--- src/rtl/kmeans_pkg.sv ---
// kmeans_pkg: shared types and constants for the k-means iteration controller.
//   state_t   - controller FSM states
//   ACC_W     - accumulator sum width per dimension
//   PT_W      - point / centroid coordinate width
//   CNT_W     - accumulator point-count width
//   DRAIN_CYC - cycles between the last point read and accumulator readout
package kmeans_pkg;

  typedef enum logic [2:0] {
    IDLE,
    CLEAR,
    STREAM,
    DRAIN,
    UPDATE,
    CHECK,
    FIN
  } state_t;

  localparam int ACC_W     = 64;
  localparam int PT_W      = 32;
  localparam int CNT_W     = 32;
  localparam int DRAIN_CYC = 2;

endpackage

--- src/rtl/kmeans_seq_div.sv ---
// kmeans_seq_div: 64/32 unsigned restoring divider, one quotient bit per cycle.
// Ports:
//   clk, rst   - clock, asynchronous active-high reset
//   start      - load dividend/divisor; accepted only while busy=0
//   dividend   - 64-bit numerator
//   divisor    - 32-bit denominator (caller never issues zero)
//   busy       - high during the 64 iteration cycles
//   valid      - one-cycle strobe: quotient holds the result
//   quotient   - low 32 bits of the full 64-bit quotient
// Handshake: start is taken on a cycle with busy=0; exactly 64 cycles later
// valid pulses for one cycle and quotient stays stable until the next start.
module kmeans_seq_div
  import kmeans_pkg::*;
(
  input  logic               clk,
  input  logic               rst,
  input  logic               start,
  input  logic [ACC_W-1:0]   dividend,
  input  logic [CNT_W-1:0]   divisor,
  output logic               busy,
  output logic               valid,
  output logic [PT_W-1:0]    quotient
);

  // dvd shifts the dividend out at the top and collects quotient bits at
  // the bottom; after 64 steps it holds the full quotient.
  logic [ACC_W-1:0] dvd;
  logic [CNT_W-1:0] rem;
  logic [6:0]       cnt;
  logic [CNT_W:0]   rem_sh;
  logic [CNT_W:0]   diff;

  always_comb begin
    rem_sh = {rem, dvd[ACC_W-1]};
    diff   = rem_sh - {1'b0, divisor};
  end

  always_ff @(posedge clk or posedge rst) begin
    if (rst) begin
      dvd   <= '0;
      rem   <= '0;
      cnt   <= '0;
      busy  <= 1'b0;
      valid <= 1'b0;
    end else begin
      valid <= 1'b0;
      if (start && !busy) begin
        dvd  <= dividend;
        rem  <= '0;
        cnt  <= 7'd64;
        busy <= 1'b1;
      end else if (busy) begin
        // diff[CNT_W] is the borrow: set means the trial subtract failed.
        dvd <= {dvd[ACC_W-2:0], ~diff[CNT_W]};
        rem <= diff[CNT_W] ? rem_sh[CNT_W-1:0] : diff[CNT_W-1:0];
        cnt <= cnt - 7'd1;
        if (cnt == 7'd1) begin
          busy  <= 1'b0;
          valid <= 1'b1;
        end
      end
    end
  end

  assign quotient = dvd[PT_W-1:0];

endmodule

--- src/rtl/kmeans_iter_ctrl.sv ---
// kmeans_iter_ctrl: k-means pass sequencer. Each pass clears the accumulators,
// streams all points, waits for the pipeline to drain, then divides every
// populated cluster's sums by its count and writes the new centroids. Passes
// repeat until nothing changes or max_iter passes have completed.
// Optional build macro: KMEANS_ROUND_EN (round-half-up division instead of
// truncation).
// Ports:
//   clk, rst              - clock, asynchronous active-high reset
//   start                 - run request, ignored while busy
//   num_points, max_iter  - run parameters, sampled on accepted start
//   busy, done            - run in progress / one-cycle end-of-run pulse
//   converged, iter_count - run result, held until next accepted start
//   pt_rd, pt_addr        - point memory read (data one cycle later)
//   acc_clear, acc_valid  - accumulator clear / point-valid
//   acc_rd_idx            - cluster selected for accumulator/centroid readout
//   acc_sum, acc_cnt      - readout of cluster acc_rd_idx
//   cen_old               - current centroid of cluster acc_rd_idx
//   cen_we, cen_widx, cen_wdim, cen_wdata - centroid write port
//   dbg_state             - current FSM state
// Handshake: every strobe here (pt_rd, acc_clear, acc_valid, cen_we) is a
// single-cycle qualifier with no back-pressure; the consumer must accept it
// on the cycle it is high.
module kmeans_iter_ctrl
  import kmeans_pkg::*;
#(
  parameter  int n  = 8,
  parameter  int d  = 2,
  parameter  int AW = 16,
  localparam int DW = (d > 1) ? $clog2(d) : 1
) (
  input  logic                clk,
  input  logic                rst,
  input  logic                start,
  input  logic [AW-1:0]       num_points,
  input  logic [15:0]         max_iter,
  output logic                busy,
  output logic                done,
  output logic                converged,
  output logic [15:0]         iter_count,
  output logic                pt_rd,
  output logic [AW-1:0]       pt_addr,
  output logic                acc_clear,
  output logic                acc_valid,
  output logic [n-1:0]        acc_rd_idx,
  input  logic [d*ACC_W-1:0]  acc_sum,
  input  logic [CNT_W-1:0]    acc_cnt,
  input  logic [d*PT_W-1:0]   cen_old,
  output logic                cen_we,
  output logic [n-1:0]        cen_widx,
  output logic [DW-1:0]       cen_wdim,
  output logic [PT_W-1:0]     cen_wdata,
  output state_t              dbg_state
);

  state_t            state, state_nxt;
  logic [AW-1:0]     np_q;
  logic [15:0]       mi_q;
  logic [1:0]        drain_cnt;
  logic [DW-1:0]     upd_dim;
  logic              div_pending;
  logic              chg;
  logic              div_start, div_busy, div_valid;
  logic [PT_W-1:0]   div_q;
  logic [ACC_W-1:0]  div_dvd;
  logic [ACC_W-1:0]  cur_sum;
  logic [PT_W-1:0]   cur_old;
  logic              last_pt, last_dim, last_idx;
  logic              upd_skip, upd_adv, upd_end;
  logic [15:0]       iter_next;

  always_comb begin
    cur_sum   = acc_sum[ACC_W*upd_dim +: ACC_W];
    cur_old   = cen_old[PT_W*upd_dim +: PT_W];
    last_pt   = (pt_addr == np_q - AW'(1));
    last_dim  = (upd_dim == DW'(d - 1));
    last_idx  = &acc_rd_idx;
    iter_next = iter_count + 16'd1;
    // An empty cluster is skipped whole: no division, no write.
    upd_skip  = (state == UPDATE) && !div_pending && (acc_cnt == '0);
    div_start = (state == UPDATE) && !div_pending && (acc_cnt != '0);
    upd_adv   = upd_skip || ((state == UPDATE) && div_pending && div_valid);
    upd_end   = upd_skip || last_dim;
`ifdef KMEANS_ROUND_EN
    div_dvd   = cur_sum + ACC_W'(acc_cnt >> 1);
`else
    div_dvd   = cur_sum;
`endif
  end

  always_comb begin
    state_nxt = state;
    case (state)
      IDLE:   if (start) state_nxt = (max_iter == 16'd0) ? FIN : CLEAR;
      CLEAR:  state_nxt = (np_q == '0) ? DRAIN : STREAM;
      STREAM: if (last_pt) state_nxt = DRAIN;
      DRAIN:  if (drain_cnt == 2'(DRAIN_CYC - 1)) state_nxt = UPDATE;
      UPDATE: if (upd_adv && upd_end && last_idx) state_nxt = CHECK;
      CHECK:  state_nxt = (!chg || iter_next == mi_q) ? FIN : CLEAR;
      FIN:    state_nxt = IDLE;
      default: state_nxt = IDLE;
    endcase
  end

  always_ff @(posedge clk or posedge rst) begin
    if (rst) state <= IDLE;
    else     state <= state_nxt;
  end

  always_ff @(posedge clk or posedge rst) begin
    if (rst) begin
      np_q        <= '0;
      mi_q        <= '0;
      iter_count  <= '0;
      converged   <= 1'b0;
      pt_addr     <= '0;
      acc_valid   <= 1'b0;
      drain_cnt   <= '0;
      acc_rd_idx  <= '0;
      upd_dim     <= '0;
      div_pending <= 1'b0;
      chg         <= 1'b0;
      cen_we      <= 1'b0;
      cen_widx    <= '0;
      cen_wdim    <= '0;
      cen_wdata   <= '0;
    end else begin
      cen_we    <= 1'b0;
      acc_valid <= pt_rd;
      drain_cnt <= (state == DRAIN) ? drain_cnt + 2'd1 : 2'd0;
      case (state)
        IDLE: if (start) begin
          np_q       <= num_points;
          mi_q       <= max_iter;
          iter_count <= '0;
          converged  <= 1'b0;
        end
        CLEAR: begin
          chg         <= 1'b0;
          pt_addr     <= '0;
          acc_rd_idx  <= '0;
          upd_dim     <= '0;
          div_pending <= 1'b0;
        end
        STREAM: if (!last_pt) pt_addr <= pt_addr + AW'(1);
        UPDATE: begin
          if (div_start) div_pending <= 1'b1;
          if (div_pending && div_valid) begin
            div_pending <= 1'b0;
            cen_we      <= 1'b1;
            cen_widx    <= acc_rd_idx;
            cen_wdim    <= upd_dim;
            cen_wdata   <= div_q;
            if (div_q != cur_old) chg <= 1'b1;
          end
          if (upd_adv) begin
            if (upd_end) begin
              upd_dim    <= '0;
              acc_rd_idx <= acc_rd_idx + n'(1);
            end else begin
              upd_dim    <= upd_dim + DW'(1);
            end
          end
        end
        CHECK: begin
          iter_count <= iter_next;
          if (!chg) converged <= 1'b1;
        end
        default: ;
      endcase
    end
  end

  kmeans_seq_div u_div (
    .clk      (clk),
    .rst      (rst),
    .start    (div_start),
    .dividend (div_dvd),
    .divisor  (acc_cnt),
    .busy     (div_busy),
    .valid    (div_valid),
    .quotient (div_q)
  );

  assign busy      = (state != IDLE) && (state != FIN);
  assign done      = (state == FIN);
  assign pt_rd     = (state == STREAM);
  assign acc_clear = (state == CLEAR);
  assign dbg_state = state;

endmodule
--- config.mk ---
export PLATFORM = sky130hd
export DESIGN_NAME = kmeans_iter_ctrl
export DESIGN_NICKNAME = d
export VERILOG_FILES = /design/src/rtl/kmeans_pkg.sv /design/src/rtl/kmeans_seq_div.sv /design/src/rtl/kmeans_iter_ctrl.sv
export SDC_FILE = /design/constraint.sdc
export NUM_CORES = 1
export LEC_CHECK = 0
export ABC_AREA = 1
export BUFFER_PORTS_ARGS = -buffer_cell sky130_fd_sc_hd__clkbuf_2
export CAP_MARGIN = 5
export CORE_MARGIN = 2
export CORE_UTILIZATION = 51
export DETAILED_ROUTE_END_ITERATION = 12
export PLACE_DENSITY = 0.73
export REMOVE_ABC_BUFFERS = 1
export SLEW_MARGIN = 40
export SYNTH_ARGS = -nofsm -noshare
export SYNTH_HDL_FRONTEND = slang
export SYNTH_HIERARCHICAL = 1
export SYNTH_SLANG_ARGS = --single-unit
--- constraint.sdc ---
create_clock -name clk -period 10.3 [get_ports clk]
set_input_delay 0 -clock clk [delete_from_list [all_inputs] [get_ports clk]]
set_output_delay 0 -clock clk [all_outputs]
set_load 0.05 [all_outputs]
==> Yosys cells after proc, flatten, opt, wreduce, memory -nomap -nowiden <==
Index checks and enable logic that the tools add are counted.
{ "classes": {"mux": 43, "n_eq_ne": 23, "n_shift": 2, "addsub": 8, "reduce_logical": 37, "bitwise_logic": 1} }
{ "ops": {"columns": ["op", "count"], "rows": [
  ["$mux W64", 2],
  ["$shiftx A128 B8 Y64", 1],
  ["$mux W32", 3],
  ["$pmux W16 S2", 2],
  ["$shiftx A64 B7 Y32", 1],
  ["$sub A33 B32 Y33", 1],
  ["$add A16 B1 Y16 const B", 2],
  ["$eq A16 B16 Y1", 2],
  ["$logic_not A16 Y1", 2],
  ["$logic_not A32 Y1", 1],
  ["$mux W16", 2],
  ["$ne A32 B32 Y1", 1],
  ["$reduce_bool A32 Y1", 1],
  ["$mux W3", 6],
  ["$pmux W3 S6", 1],
  ["$mux W1", 17],
  ["$mux W8", 2],
  ["$pmux W8 S2", 1],
  ["$sub A16 B1 Y16 const B", 1],
  ["$mux W7", 2],
  ["$ne A2 B2 Y1 const B", 6],
  ["$reduce_and A2 Y1", 6],
  ["$logic_and A1 B1 Y1", 10],
  ["$eq A3 B3 Y1 const B", 3],
  ["other kinds (22)", 38]
]} }
{ "totals": {"output_inout_bits": 91, "ff_bits": 229, "in_bits": 259} }

==> Longest topological paths before layout <==
Gate-level depths: netlist of the first run.
{ "logic_depth": {"word_depth": 8, "ltp_mapped": 18, "depth_no_buf": 18} }

==> By module <==
Netlist of the first run, hierarchy kept.
{ "by_module_without_submodules": {"columns": ["module", "seq_area_each_um2", "n_inst", "area_each_um2", "cells_per_inst"], "rows": [
  ["kmeans_iter_ctrl", 3103.0, 1, 8289.2, 1114],
  ["kmeans_seq_div", 2627.5, 1, 8066.5, 1238]
]} }

==> Worst setup path after synthesis of the first run <==
No wires, ideal clock.
{ "synth_timing": {"path_kind": "reg2reg", "start": "register state[0] (netlist: dbg_state[0])", "end": "register state[0] (netlist: dbg_state[0])", "n_path_buf": 1, "path_slack_ps": 7356, "arrival_ps": 2879, "setup_time_ps": 65, "path_stages_with_launch": 10, "path_cell_list": "dfrtp_1 > inv_1 > nor3_1 > inv_2 > buf_2 > o311ai_1 > a21oi_1 > nand2_1 > nand2_1 > nand2_1"} }
{ "synth_lines": {"columns": ["element", "line_no", "text"], "rows": [
  ["start, declared", "kmeans_iter_ctrl.sv:55", "state_t state, state_nxt;"],
  ["start signal, assigned", "kmeans_iter_ctrl.sv:106", "else state <= state_nxt;"],
  ["$eq A3 B1 Y1", null, null],
  ["net acc_clear", "kmeans_iter_ctrl.sv:42", "output logic acc_clear,"],
  ["$pmux W3 S6", "kmeans_iter_ctrl.sv:92", "case (state)"]
]} }
The timed path passes the listed nets, and every way through them passes these cells.
A chain may end at the register's enable or synchronous reset.

==> Final worst setup path of the first run <==
{ "layout_timing": {"start": "register state[1] (netlist: dbg_state[1])", "end": "register state[2] (netlist: dbg_state[2])"} }
{ "layout_between": {"elab_chain_len": 8} }
{ "layout_lines": {"columns": ["element", "line_no", "text"], "rows": [
  ["$eq A3 B3 Y1", "kmeans_iter_ctrl.sv:79, kmeans_iter_ctrl.sv:81, kmeans_iter_ctrl.sv:92", null],
  ["$logic_and A1 B1 Y1 (on tied branches) (2 in series)", "kmeans_iter_ctrl.sv:79, kmeans_iter_ctrl.sv:81", null],
  ["$logic_or A1 B1 Y1 (on tied branches)", "kmeans_iter_ctrl.sv:81, kmeans_iter_ctrl.sv:82", null],
  ["$logic_and A1 B1 Y1 (2 in series)", "kmeans_iter_ctrl.sv:97", "UPDATE: if (upd_adv && upd_end && last_idx) state_nxt = CHECK;"],
  ["$ne A2 B1 Y1 (no source line)", null, null],
  ["$reduce_and A4 Y1 (no source line)", null, null]
]} }
Parallel ways exist; a longest one is shown, timed or not.

==> impl_summary.md, run 1 <==
Routing
Once detail routing completed, the nets flagged for antenna violations numbered 0. The routed layout has about 17000 vias. The first TritonRoute pass finished after 5 iterations. The number of DRC violations after detailed-routing iteration 0 is 1119. Summed over all layers, the routed wires come to 51700 microns.

After detailed routing, the number of remaining DRC violations is 0. The number of vias per cell is ~5.2. Dividing the detail-routed wire length by the instance count gives 16.0 microns.

Clocking
Once the clock tree was built, the resizer swapped 0 gates to a different size. The clock transition at the registers of the reported paths is 60 ps. The number of buffers on the longest clock path is 3. After clock tree synthesis, the flow added hold-fix buffers numbering about 180. In this run, CTS created clock tree buffers numbering 27. The post-CTS repair timing setup buffer count is 0. The clock latency on the worst-skew pair is around 550 ps. The CTS H-tree depth is 1. TritonCTS built the clock tree. The root buffer cell chosen for the clock tree is clkbuf_16. Clock tree synthesis found a total of roughly 230 sinks.

Flow run
Max-cap violations in this run came to 0.

Setup path
In this design, the stage delay of the slowest critical-path cell is between 500 and 600 ps. The cell with the largest stage delay on the worst path is inv_2. The endpoint arrival time on the critical path is 3560 ps. The sort of element at the end of the critical path is a flip-flop. Of all nets on the critical path, the largest fanout is about 50. The type of element launching the critical path is a flip-flop. The signal on the critical path passes through nor2_1 > inv_1 > nor2_2 > nand3_2 > buf_4 > inv_2 > nand2_1 > nand2_1 > nand2_1 > nand2_1 > nand3_1 > a21oi_1 > nand2_1 > nand2_1.

The critical path data required time is 10790 ps. The startpoint of the most critical setup path is dbg_state[1]. The kind of critical path is flip-flop to flip-flop. In this run the critical register-to-register path is launched from dbg_state[1]. The library cell appearing most often on the critical path is nand2_1.

STA
Headroom to the max-slew limit came out at between 40% and 50%. The sum of negative setup slack is 0 ps. The maximum operating frequency is roughly 330 MHz. Dividing the final minimum period by the clock period gives between 20% and 30%. The final-report hold violation count is 0.

The routed design could run at a clock period as short as between 3000 and 4000 ps. The number of slew-limit violations in the final report is 0. Setup violations remaining at the end of the flow were counted as 0. At the pin with the least slew margin, the transition time is around 760 ps. Between clock sinks in the finished design, the worst skew comes to between 15 and 20 ps.

Setup repair after global routing left no endpoint under its margin. The minimum hold slack is 38.5 ps.

Power and ir drop
Combinational logic is responsible for 49.3% of the overall power. The clock network is responsible for around 20% of the overall power. In this run the static leakage power is approximately 11 nW. The power consumption is around 4.5 mW. Power spread over the standard cell area amounts to 218 mW/mm^2. The register share of total power is 30.6%. Net switching is a little under half of the power. The net switching power of the design is between 2 and 2.5 mW. Internal power comes to 2.48 mW. Across the VDD grid, the largest voltage drop is 158 uV.

Finish
The layout overhead on the synthesized area is 27.0%. The number of antenna diodes in the final layout is 0. In the final layout, the share of cells above drive strength 1 is approximately a fifth. The total of fill cells in the finished design is approximately 2700. The number of nets at the end of the flow is about 3100. In the final layout, the multi-input gates occupy a little under 0.009 sq mm. The sequential cells in the finished layout cover a total of ~0.0057 sq mm.

Measured on the finished design, the core utilization comes to between 60% and 70%.

Floorplanning
From bottom edge to top edge, the die measures 183 microns. The top-level I/O count is 350. In this run the core area contains between 60 and 70 standard-cell rows.

The area enclosed by the die boundary is around 0.034 sq mm. In this run the horizontal extent of the chip is 183 microns. The initial core utilization is 51.8%. The area of the core is between 0.03 and 0.04 sq mm.

Global routing
The global-route wire length before repair is about 82000 microns. The number of antenna violations at the first check in global routing is 0. The global routing usage summed across all routing layers is around 30%. Summed over all layers, the global routing overflow is 0. Entering global routing, the biggest net connects roughly 80 pins.

The number of global-route vias before repair is between 15000 and 20000.

Placement
The number of input and output port buffers inserted is between 300 and 400. The final HPWL from detailed placement is between 30000 and 40000 microns. The congestion estimate from routability-driven global placement came to 0.928.

Run status
The flow ran to the end, and the final reports show no timing, DRC or antenna violations.

Synthesis
The sequential cell area fraction in the yosys report is between 30% and 40%. The post-synthesis area per instance is 6.95 sq um. The cell area that synthesis handed to floorplanning was ~0.016 sq mm. Sorting the synthesized cells by area gives the leading types as dfrtp_1 (35%), nand2_1 (20%), inv_1 (8.0%). dfrtp_1 takes more of the synthesized area than any other cell.

The synthesized netlist contains 51 unique library cells. Synthesis inferred 229 register bits. The count of mapped cells out of synthesis is 2352. The top cell type's share of synthesized area is a little over a third. For this run, the number of Yosys warnings is 6.

Hold path
The startpoint of the lowest-slack hold path is start. The kind of path behind the tightest hold check is input pin to flip-flop.
[cell usage after synthesis (all sizes together)]
| cell | count |
|---|---|
| mux2i | 8 |
| mux2 | 64 |
| nor3b | 1 |
| xnor2 | 19 |
| dfrtp | 229 |
| o221ai | 22 |
| xor2 | 48 |
| ha | 39 |
| nor4 | 14 |
| xnor3 | 2 |
| nand4 | 21 |
| fa | 1 |
| a21oi | 28 |
| o311ai | 1 |
| o21ai | 90 |
| nor3 | 24 |
| clkinv | 1 |
| o22ai | 13 |
| nor2 | 155 |
| a21o | 1 |
| and2 | 2 |
| nand3b | 11 |
| and3 | 2 |
| inv | 362 |
| nand3 | 143 |
| o21bai | 2 |
| or2 | 5 |
| clkbuf | 38 |
| buf | 64 |
| nand2 | 908 |
| o211ai | 34 |
[flip-flops by register name, summed over array words and instances (netlist names), 2 cells and up]
register / flops
iter_count: 16
u_div/cnt: 7
u_div/dvd: 64
acc_rd_idx: 8
pt_addr: 16
mi_q: 16
np_q: 16
cen_widx: 8
u_div/rem: 32
dbg_state: 3
drain_cnt: 2
cen_wdata: 32
[metal layers]
layer	part of all wire, %	track usage (%)
met1	42	38.1
met2	48	52.0
met3	5.8	4.25
met4	4.5	13.6
met5	0	0
[cell families (layout without fill, tap and decap cells)]
kind of cell,count (synthesis),count (layout),share of synthesized area [%]
adder cells (fa/ha/maj),40,40,3.11
multiplexers,72,72,4.90
AND/OR/NAND/NOR,1286,1286,33.7
buffers and inverters,465,948,11.9
AO/OA/AOI/OAI,191,191,7.52
XOR/XNOR,69,69,3.86
flip-flops,229,229,35.0
[layout by cell type, fill, tap and decap left out, types with 6 or more instances in the layout]
cell type,instances
xor2_1,48
nand2_4,12
inv_1,344
nor4_1,14
nand3_1,137
clkbuf_1,6
mux2i_1,8
clkbuf_2,349
o22ai_1,13
nand3b_1,11
nor2_2,6
o21ai_2,14
dlygate4sd3_1,176
nor3_1,21
o211ai_1,34
nor2_4,6
nand4_1,21
clkinv_2,6
o221ai_1,22
mux2_2,64
nor2_1,142
clkbuf_16,27
xnor2_1,19
ha_1,39
o21ai_0,70
inv_2,15
buf_4,6
nand2_1,865
dfrtp_1,227
nand2_2,30
a21oi_1,25
o21ai_1,6
[per-stage QoR]
stage	instance area, sq um	instances	setup slack [ps]
final	20800	3237	7220
after detailed placement	18100	3011	7250
after floorplan	15800	2250	5860
after global placement	18100	3009	7320
after global routing	20800	3237	6870
after CTS	20700	3236	7220
[layout make-up]
class / count / share of cell area [%]
clock buffers: 38 / 3.69
clock inverters: 11 / 0.349
inverters: 363 / 6.60
multi-input cells: 1658 / 41.9
flip-flops and latches: 229 / 27.6
well taps: 402 / 2.42
repair buffers: 536 / 17.5
[power groups by stage]
stage / combinational (mW) / sequential [mW] / clock (mW)
after global routing: 2.52 / 1.41 / 0.960
after CTS: 2.21 / 1.38 / 0.923
final: 2.23 / 1.38 / 0.909
after floorplan: 1.58 / 1.37 / 0
after detailed placement: 2.13 / 1.39 / 0
after global placement: 2.08 / 1.39 / 0
[final timing paths]
| kind | endpoint | slack [ps] | cells after the start |
|---|---|---|---|
| worst max-delay path | dbg_state[2] | 7220 | 14 |
| worst min register to register | drain_cnt[0] | 430 | 1 |
| worst min-delay path | dbg_state[1] | 40 | 8 |
| min in group asynchronous | u_div/valid | 170 | 3 |
| max in group asynchronous | last_dim | 9040 | 5 |
| worst max register to register | dbg_state[2] | 7220 | 14 |
[critical path, delay by kind of cell (launching register included)]
family,cells,cell delay [ps]
buffers and inverters,3,950
AO/OA/AOI/OAI,1,230
flip-flops,1,450
AND/OR/NAND/NOR,10,1340
No activity file was read; power rests on OpenSTA's default activity.
==> run 2: changes to the inputs <==
clock period = 3.05 ns   (was 10.3 ns; I/O delays follow)
==> impl_summary.md, run 2 (synthesis gave the netlist of run 1 again) <==
Run status
The flow ran to the end, and the final reports show no timing, DRC or antenna violations.

Floorplanning
The area of the core is 0.0316 sq mm (unchanged). The number of core rows is 65 (unchanged). The initial core utilization came to 51.8% (unchanged). The area enclosed by the die boundary was 0.0335 sq mm (unchanged). The top-level I/O count came to 350 (unchanged). The die extent in y is 183 microns (unchanged). The die width was 183 microns (unchanged).

Routing
The number of vias per cell is 5.27 (+1.9%). The via count is 17000 (+1.6%). The final antenna-violating net count is 0 (unchanged). The number of remaining DRC errors is 0 (unchanged). The wire length after detailed routing is 52900 microns (+2.4%).

The iteration count of the initial detailed-routing pass was 5 (unchanged). The number of DRC violations after detailed-routing iteration 0 is 1164 (+4.0%). The average routed wire per standard cell is 16.4 microns (+2.6%).

Finish
The number of nets at the end of the flow is 3105 (-0.29%). The register bank with the most flops is u_div/dvd. The number of flip-flops in the largest register came to 64 (unchanged). The proportion of layout cells with a drive suffix above 1 came to 20.6% (+0.36 points).

The leading cell type in the layout, fill and taps excluded is nand2_1. In the final layout, the registers with the most flip-flops are u_div/dvd x64, cen_wdata x32, u_div/rem x32. The layout overhead on the synthesized area is 26.9% (about the same). Leaving out fill and tap cells, the most frequent cells in the layout are nand2_1 (865), clkbuf_2 (349), inv_1 (344), dfrtp_1 (227), dlygate4sd3_1 (162).

Clocking
The clock sink count is 229 (unchanged). The clock latency on the worst-skew pair is 540 ps (about the same). The CTS H-tree depth is 1 (unchanged). The number of buffers on the longest clock path is 3 (unchanged). The clock transition at the registers of the reported paths is 60 ps (about the same). The number of clock buffers inserted by TritonCTS is 26 (-3.7%). CTS placed an instance of clkbuf_16 at the clock tree root. The post-CTS repair timing setup buffer count is 0 (unchanged). The CTS tree is built.

Global routing
The global-route wire length before repair is 84200 microns (+2.5%). The number of antenna violations at the first check in global routing is 2 (+2). The global-route congestion overflow total is 0 (unchanged). The global routing usage summed across all routing layers is 31.2% (+0.89 points). The number of global-route vias before repair is 16900 (+2.4%).

The maximum number of pins on one net before global-route repair is 80 (+2.6%).

Placement
The number of input and output port buffers inserted is 349 (unchanged). The final HPWL from detailed placement is 36900 microns (+1.0%). The routability congestion estimate from global placement is 0.924 (-0.51%).

STA
The worst-case headroom to the max-slew limit was 51.0% (+1.8 points). The measured slew at the worst slew-check pin is 735 ps (-26.3 ps). The maximum operating frequency is 373 MHz (+15%). The number of slew-limit violations in the final report is 0 (unchanged).

Setup repair after global routing left no endpoint under its margin. The minimum hold slack is 60.5 ps (+22.0 ps). The number of setup violations in the final report is 0 (unchanged).

The final setup skew is 18.9 ps (-0.126 ps). The post-route minimum period came to 2680 ps (-391 ps). The period utilization is 88.0% (+58 points).

The final-report hold violation count is 0 (unchanged).

Setup path
The critical path data required time is 3440 ps (-7350 ps). The buffers plus inverters on the worst setup path is 3 (unchanged). Walking the worst path, the cells encountered are buf_12 > buf_4 > mux2_2 > dlygate4sd3_1 > nand2_1 > o221ai_1. The largest individual stage delay along the critical path comes from the cell dfrtp_4. The sort of element at the end of the critical path is a flip-flop.

The endpoint arrival time on the critical path is 3070 ps (-490 ps). The maximum fanout count along the critical path came to 47 (-7.8%). The type of element launching the critical path is a flip-flop. The longest individual stage delay on the worst path is 740 ps (+150 ps). Broken down by cell family, the worst path's largest delay share belongs to buffers and inverters. The kind of critical path is flip-flop to flip-flop.

Power and ir drop
The static leakage power is 11.1 nW (+0.25%). The maximum resistive drop on vdd was 515 uV (+230%). The power consumption is 15.5 mW (+240%). The power per unit of standard cell area came to 749 mW/mm^2 (+240%).

Flow run
The number of max-capacitance violations reported came to 0 (unchanged).

Hold path
The kind of path behind the tightest hold check is input pin to flip-flop.
run 2: final timing paths:
kind | cells after the start | to | slack, ps | start
worst max-delay path | 6 | u_div/dvd[58] | 370 | last_dim
worst min-delay path | 8 | dbg_state[1] | 60 | start
worst max register to register | 6 | u_div/dvd[58] | 370 | last_dim
worst min register to register | 1 | drain_cnt[0] | 430 | drain_cnt[0]
max in group asynchronous | 4 | cen_wdata[10] | 2050 | rst
min in group asynchronous | 3 | u_div/rem[1] | 230 | rst
run 2: layer usage:
layer / track usage (%) / share of wire (%)
met2: 53.8 / 48
met1: 38.4 / 41
met5: 0 / 0
met4: 15.5 / 5.2
met3: 4.29 / 6.5
run 2: final cells by class:
class	count	area [sq um]
Fill cell	2769	10800
Multi-Input combinational cell	1658	8690
Sequential cell	229	5740
Timing Repair Buffer	528	3520
Inverter	363	1380
Clock buffer	35	786
Tap cell	402	503
Clock inverter	11	136
Antenna cell	2	5.00
run 2: repair_timing:
action                                 in CTS  in global routing
gates resized for setup                     0                  0
hold buffers                              162                  0
endpoints found under the hold margin     249                  0
run 2: metrics by stage:
stage | TNS [ps] | area [sq um] | util (%) | setup WS, ps | cells
2_1_floorplan | -110590 | 15800 | - | -1390 | 2250
3_3_place_gp | 0 | 18200 | 57.7 | 529 | 3018
3_5_place_dp | 0 | 18200 | 57.7 | 478 | 3018
4_1_cts | 0 | 20700 | 65.7 | 387 | 3226
5_1_grt | 0 | 20700 | 65.8 | 162 | 3228
6_report | 0 | 20700 | 65.8 | 366 | 3228
run 2: worst min-delay path: stages:
cell and delay [ps]:
clkbuf_2 90, inv_1 70, nand2_1 80, nand3_1 90, inv_1 60, nand2_1 50
nand2_1 60, nand2_1 50
run 2: where the power goes:
part	total (mW)	switching (mW)	internal (mW)
Clock	3.35	1.30	2.05
Combinational	7.47	4.80	2.67
Sequential	4.73	0.867	3.87
Total	15.5	6.96	8.58
